[config.mk]
export PLATFORM = sky130hd
export DESIGN_NAME = cpu_sequencer
export DESIGN_NICKNAME = d
export VERILOG_FILES = /design/src/rtl/cpu_pkg.sv /design/src/rtl/cpu_seq_wait_ctr.sv /design/src/rtl/cpu_sequencer.sv
export SDC_FILE = /design/constraint.sdc
export NUM_CORES = 1
export LEC_CHECK = 0
export BUFFER_PORTS_ARGS = -buffer_cell sky130_fd_sc_hd__clkbuf_2
export CORE_ASPECT_RATIO = 0.8
export CORE_MARGIN = 1.5
export CORE_UTILIZATION = 49
export DETAILED_ROUTE_END_ITERATION = 7
export GPL_ROUTABILITY_DRIVEN = 0
export PLACE_DENSITY = 0.75
export SYNTH_ARGS = -nofsm -noshare
export SYNTH_HDL_FRONTEND = slang
export SYNTH_SLANG_ARGS = --single-unit
[constraint.sdc]
create_clock -name clk -period 2.1 [get_ports clk]
set_input_delay 0.315 -clock clk [delete_from_list [all_inputs] [get_ports clk]]
set_output_delay 0.315 -clock clk [all_outputs]
set_load 0.02 [all_outputs]
[src/rtl/cpu_pkg.sv]
// Shared types and constants for the 8-bit CPU control path.
// CPU_SEQ_STEP_EN adds the S_HOLD single-step state.
package cpu_pkg;

  localparam int DEF_OPC_W   = 3;
  localparam int DEF_RADDR_W = 2;

  localparam logic [1:0] PH_LOAD = 2'b00;
  localparam logic [1:0] PH_EXEC = 2'b01;
  localparam logic [1:0] PH_OUT  = 2'b10;
  localparam logic [1:0] PH_IDLE = 2'b11;

  // Instruction word: [7:5] opcode, [4:3] rd, [2:1] rs, [0] last
  localparam int INST_OPC_LSB = 5;
  localparam int INST_RD_LSB  = 3;
  localparam int INST_RS_LSB  = 1;
  localparam int INST_LAST    = 0;

  typedef struct packed {
    logic [2:0] opc;
    logic [1:0] rd;
    logic [1:0] rs;
    logic       last;
  } inst_t;

`ifdef CPU_SEQ_STEP_EN
  typedef enum logic [2:0] {
    S_IDLE, S_FETCH, S_DECODE, S_EXEC, S_WAIT, S_WB, S_OUT, S_HOLD
  } state_t;
`else
  typedef enum logic [2:0] {
    S_IDLE, S_FETCH, S_DECODE, S_EXEC, S_WAIT, S_WB, S_OUT
  } state_t;
`endif

  function automatic logic [1:0] phase_of(input state_t s);
    case (s)
      S_IDLE:           phase_of = PH_IDLE;
      S_FETCH, S_DECODE: phase_of = PH_LOAD;
      S_OUT:            phase_of = PH_OUT;
      default:          phase_of = PH_EXEC;
    endcase
  endfunction

endpackage

[src/rtl/cpu_seq_wait_ctr.sv]
// Loadable down-counter timing the ALU latency; at_one marks the final wait cycle.
module cpu_seq_wait_ctr #(
  parameter int W = 3
) (
  input  logic         clk,
  input  logic         rst,
  input  logic         load,
  input  logic [W-1:0] load_val,
  input  logic         dec,
  output logic         at_one
);

  logic [W-1:0] cnt;

  always_ff @(posedge clk) begin
    if (!rst)                  cnt <= '0;
    else if (load)             cnt <= load_val;
    else if (dec && cnt != '0) cnt <= cnt - W'(1);
  end

  assign at_one = (cnt == W'(1));

endmodule

[src/rtl/cpu_sequencer.sv]
// Fetch/decode/execute/write-back sequencer for the 8-bit CPU.
// Optional single-step mode via `define CPU_SEQ_STEP_EN (adds step port, S_HOLD).
module cpu_sequencer
  import cpu_pkg::*;
#(
  parameter int PC_W    = 4,
  parameter int RADDR_W = DEF_RADDR_W,
  parameter int OPC_W   = DEF_OPC_W,
  parameter int ALU_LAT = 1
) (
  input  logic               clk,
  input  logic               rst,
  input  logic               start,
`ifdef CPU_SEQ_STEP_EN
  input  logic               step,
`endif
  input  logic [7:0]         inst_data,
  output logic               inst_rd_en,
  output logic [PC_W-1:0]    inst_addr,
  output logic [RADDR_W-1:0] op_addr_1,
  output logic [RADDR_W-1:0] op_addr_2,
  output logic               alu_en,
  output logic [OPC_W-1:0]   opcode,
  output logic               reg_wr_en,
  output logic [RADDR_W-1:0] reg_addr,
  output logic [1:0]         phase,
  output logic               busy,
  output logic               done
);

  state_t          state_q, state_d;
  logic [PC_W-1:0] pc_q;
  inst_t           inst_q;
  logic            ctr_load, ctr_dec, ctr_at_one;
  logic            run_end;

  // End of memory is treated as an implicit last so pc never wraps.
  assign run_end = inst_q.last || (pc_q == {PC_W{1'b1}});

  always_ff @(posedge clk) begin
    if (!rst) begin
      state_q <= S_IDLE;
      pc_q    <= '0;
      inst_q  <= '0;
    end else begin
      state_q <= state_d;
      if (state_q == S_IDLE && start)       pc_q <= '0;
      else if (state_q == S_WB && !run_end) pc_q <= pc_q + PC_W'(1);
      if (state_q == S_DECODE)              inst_q <= inst_t'(inst_data);
    end
  end

  always_comb begin
    state_d    = state_q;
    inst_rd_en = 1'b0;
    alu_en     = 1'b0;
    reg_wr_en  = 1'b0;
    done       = 1'b0;
    ctr_load   = 1'b0;
    ctr_dec    = 1'b0;
    case (state_q)
      S_IDLE:   if (start) state_d = S_FETCH;
      S_FETCH: begin
        inst_rd_en = 1'b1;
        state_d    = S_DECODE;
      end
      S_DECODE: state_d = S_EXEC;
      S_EXEC: begin
        alu_en   = 1'b1;
        ctr_load = 1'b1;
        state_d  = S_WAIT;
      end
      S_WAIT: begin
        ctr_dec = 1'b1;
        if (ctr_at_one) state_d = S_WB;
      end
      S_WB: begin
        reg_wr_en = 1'b1;
`ifdef CPU_SEQ_STEP_EN
        state_d   = run_end ? S_OUT : S_HOLD;
`else
        state_d   = run_end ? S_OUT : S_FETCH;
`endif
      end
      S_OUT: begin
        done    = 1'b1;
        state_d = S_IDLE;
      end
`ifdef CPU_SEQ_STEP_EN
      S_HOLD:   if (step) state_d = S_FETCH;
`endif
      default:  state_d = S_IDLE;
    endcase
  end

  cpu_seq_wait_ctr #(.W(3)) u_wait_ctr (
    .clk      (clk),
    .rst      (rst),
    .load     (ctr_load),
    .load_val (3'(ALU_LAT)),
    .dec      (ctr_dec),
    .at_one   (ctr_at_one)
  );

  assign inst_addr = pc_q;
  assign op_addr_1 = RADDR_W'(inst_q.rd);
  assign op_addr_2 = RADDR_W'(inst_q.rs);
  assign reg_addr  = RADDR_W'(inst_q.rd);
  assign opcode    = OPC_W'(inst_q.opc);
  assign phase     = phase_of(state_q);
  assign busy      = (state_q != S_IDLE) && (state_q != S_OUT);

endmodule

==> results.py <==
metrics = {
    "min_path": {
        "holdCritPathClass": "input port to flip-flop",
    },
    "global_route": {
        "first_global_vias": 702,
        "track_usage_pct": 18.2,
        "top_usage_layer": "met2",
        "overflow": 0,
        "grt_use_met3_pct": 7.75,
        "grt_pass1_wl_um": 3080,
        "antenna_found_initial": 0,
        "grt_use_met1_pct": 25.3,
        "grtUsageMet2_pct": 26.8,
        "grt_max_degree": 15,
    },
    "outcome": {
        "status": "finished clean",
    },
    "logic_synthesis": {
        "synth_area_um2": 971,
        "avgSynthCellArea_um2": 8.99,
        "synth_ff_type": "dfxtp_1",
        "syn_nets": 123,
        "yosysWarnings": 0,
        "synth_seq_cells": 18,
        "ys_seq_area_share_pct": 37.1,
        "synth_edf_count": 0,
        "synthCells": 108,
        "synthArstFlopShare_pct": 0,
        "synth_cell_types": 34,
    },
    "sta": {
        "maxSlewHeadroom_pct": 68.1,
        "hold_slack_ns": 0.260,
        "fmax_mhz": 535,
        "setup_slack_ns": 0.232,
        "fin_skew_ns": 0.00648,
        "finalMaxSlewViolations": 0,
        "rsz0062_at_grt": "no",
        "fin_crit_sh_pct": 89.0,
        "fin_crit_ns": 1.87,
        "setup_viol": 0,
        "hold_viol_final": 0,
        "tightest_slew_ns": 0.478,
        "fin_tns_setup_ns": 0,
    },
    "die": {
        "core_area_um2": 1870,
        "die_w_um": 52.8,
        "dieArea_um2": 2260,
        "num_rows": 14,
        "io_pins": 31,
        "die_h_um": 42.8,
        "start_util_pct": 51.8,
    },
    "finish": {
        "mostFrequentLayoutCells": "clkbuf_2 (30), dfxtp_1 (18), mux2i_1 (10), nor2_1 (9), inv_1 (6)",
        "multi_input_area_um2": 499,
        "syn2layout_area_growth_pct": 13.9,
        "fin_nets": 145,
        "diodes": 0,
        "final_common_cell": "clkbuf_2",
        "stdcell_count": 153,
        "drive_above_1_share_pct": 31.0,
        "seq_area_um2": 360,
        "n_fill_cell": 168,
    },
    "critical_path": {
        "r2r_slack_ns": 0.55,
        "critical-path-slowest-cell": "dfxtp_1",
        "worstSetupEndpointType": "output pin",
        "path_cells": "and2b_1, nor3_1, inv_1, clkbuf_2",
        "arrival_ns": 1.55,
        "startpoint_type": "flip-flop",
        "path_class": "flip-flop to output pin",
        "critPathMaxStageDelay_ns": 0.50,
        "cp_max_fo": 11,
        "critPathRequiredTime_ns": 1.78,
    },
    "routing": {
        "via_per_inst": 5.27,
        "dr.pass1.iters": 4,
        "via_count": 806,
        "drc_errors": 0,
        "wl_per_cell_um": 11.8,
        "drtIter0Drc": 10,
        "wirelength_um": 1810,
        "ant_nets": 0,
    },
    "place": {
        "io_buffers": 30,
        "place_ws_ns": 0.562,
        "dp_hpwl_um": 1380,
        "dp.cells": 149,
    },
    "clocking": {
        "cts-root-buf": "clkbuf_4",
        "cts.clk_slew.worst_paths_ns": 0.10,
        "cts_made_buffers": 3,
        "postCtsSetupBuffers": 0,
        "h-tree-depth": 1,
        "cts_tree": "built",
        "cts_buffer_depth": 2,
        "insertion_delay_ns": 0.29,
        "cts.sinks": 18,
        "ctsResizeCount": 0,
        "cts-hold-fix-buffers": 0,
    },
    "power_and_ir_drop": {
        "p_leak_uw": 0.000522,
        "powerDensity_nw_per_um2": 674,
        "vdd_drop_max_v": 0.000569,
    },
    "flow_run": {
        "cap_violations": 0,
    },
}
## critical path, delay by kind of cell (launching register included)
family        cells  cell delay, ns
buf+inv           2            0.23
simple gates      2            0.54
flops             1            0.50
## layout make-up
cell class              count  share of cell area (%)
multi-input cells          70                    45.1
inverters                   6                    2.04
flip-flops and latches     18                    32.6
clock buffers               4                    3.28
repair buffers             31                    14.3
well taps                  24                    2.71
## final timing paths
path	startpoint	end	cells after the start
worst max-delay path	state_q[1]	busy	4
worst min-delay path	inst_data[4]	op_addr_1[1]	3
worst max register to register	state_q[0]	inst_addr[3]	3
worst min register to register	op_addr_2[0]	op_addr_2[0]	2
## cell usage after synthesis, types with 3 or more instances
cell type / count / area share [%]
a21oi_1: 5 / 2.6
dfxtp_1: 18 / 37
buf_2: 3 / 1.5
o21ai_0: 3 / 1.5
nand3_1: 4 / 2.1
nor2_1: 9 / 3.5
inv_1: 6 / 2.3
ha_1: 4 / 5.2
nor2b_1: 3 / 1.9
a211oi_1: 3 / 2.3
mux2i_1: 10 / 10
buf_4: 10 / 7.7
## through the flow
stage                     total power (uW)  cell area, um2  utilization [%]
after floorplan                        511             971                -
after global placement                 539            1070             57.1
after detailed placement               544            1070             57.1
after CTS                              754            1110             59.0
after global routing                   787            1110             59.0
final                                  745            1110             59.0
## power by group
part | total (uW) | switching, uW | internal, uW
sequential | 380 | 22.7 | 357
clock | 209 | 104 | 106
combinational | 156 | 89.9 | 66.1
## logic make-up (layout without fill, tap and decap cells)
| family | Yosys count | count (layout) | synth area share, % |
|---|---|---|---|
| muxes | 10 | 10 | 10.3 |
| buffers and inverters | 20 | 41 | 12.0 |
| adders and majority gates | 4 | 4 | 5.15 |
| and+or+nand+nor | 38 | 38 | 23.5 |
| AOI/OAI and AO/OA | 18 | 18 | 12.0 |
| DFF | 18 | 18 | 37.1 |
## state kept, by name, indices dropped and copies added (netlist names)
signal and count:
opcode 3, state_q 3, inst_q 1, inst_addr 4
u_wait_ctr.cnt 3, op_addr_2 2, op_addr_1 2
## per-layer routing
metal  wire length [um]  vias to the layer above
li1                   -                      413
met5                  0                        -
met1                855                      365
met4                 10                        0
met2                817                       26
met3                129                        2
No activity file was read; power rests on OpenSTA's default activity.
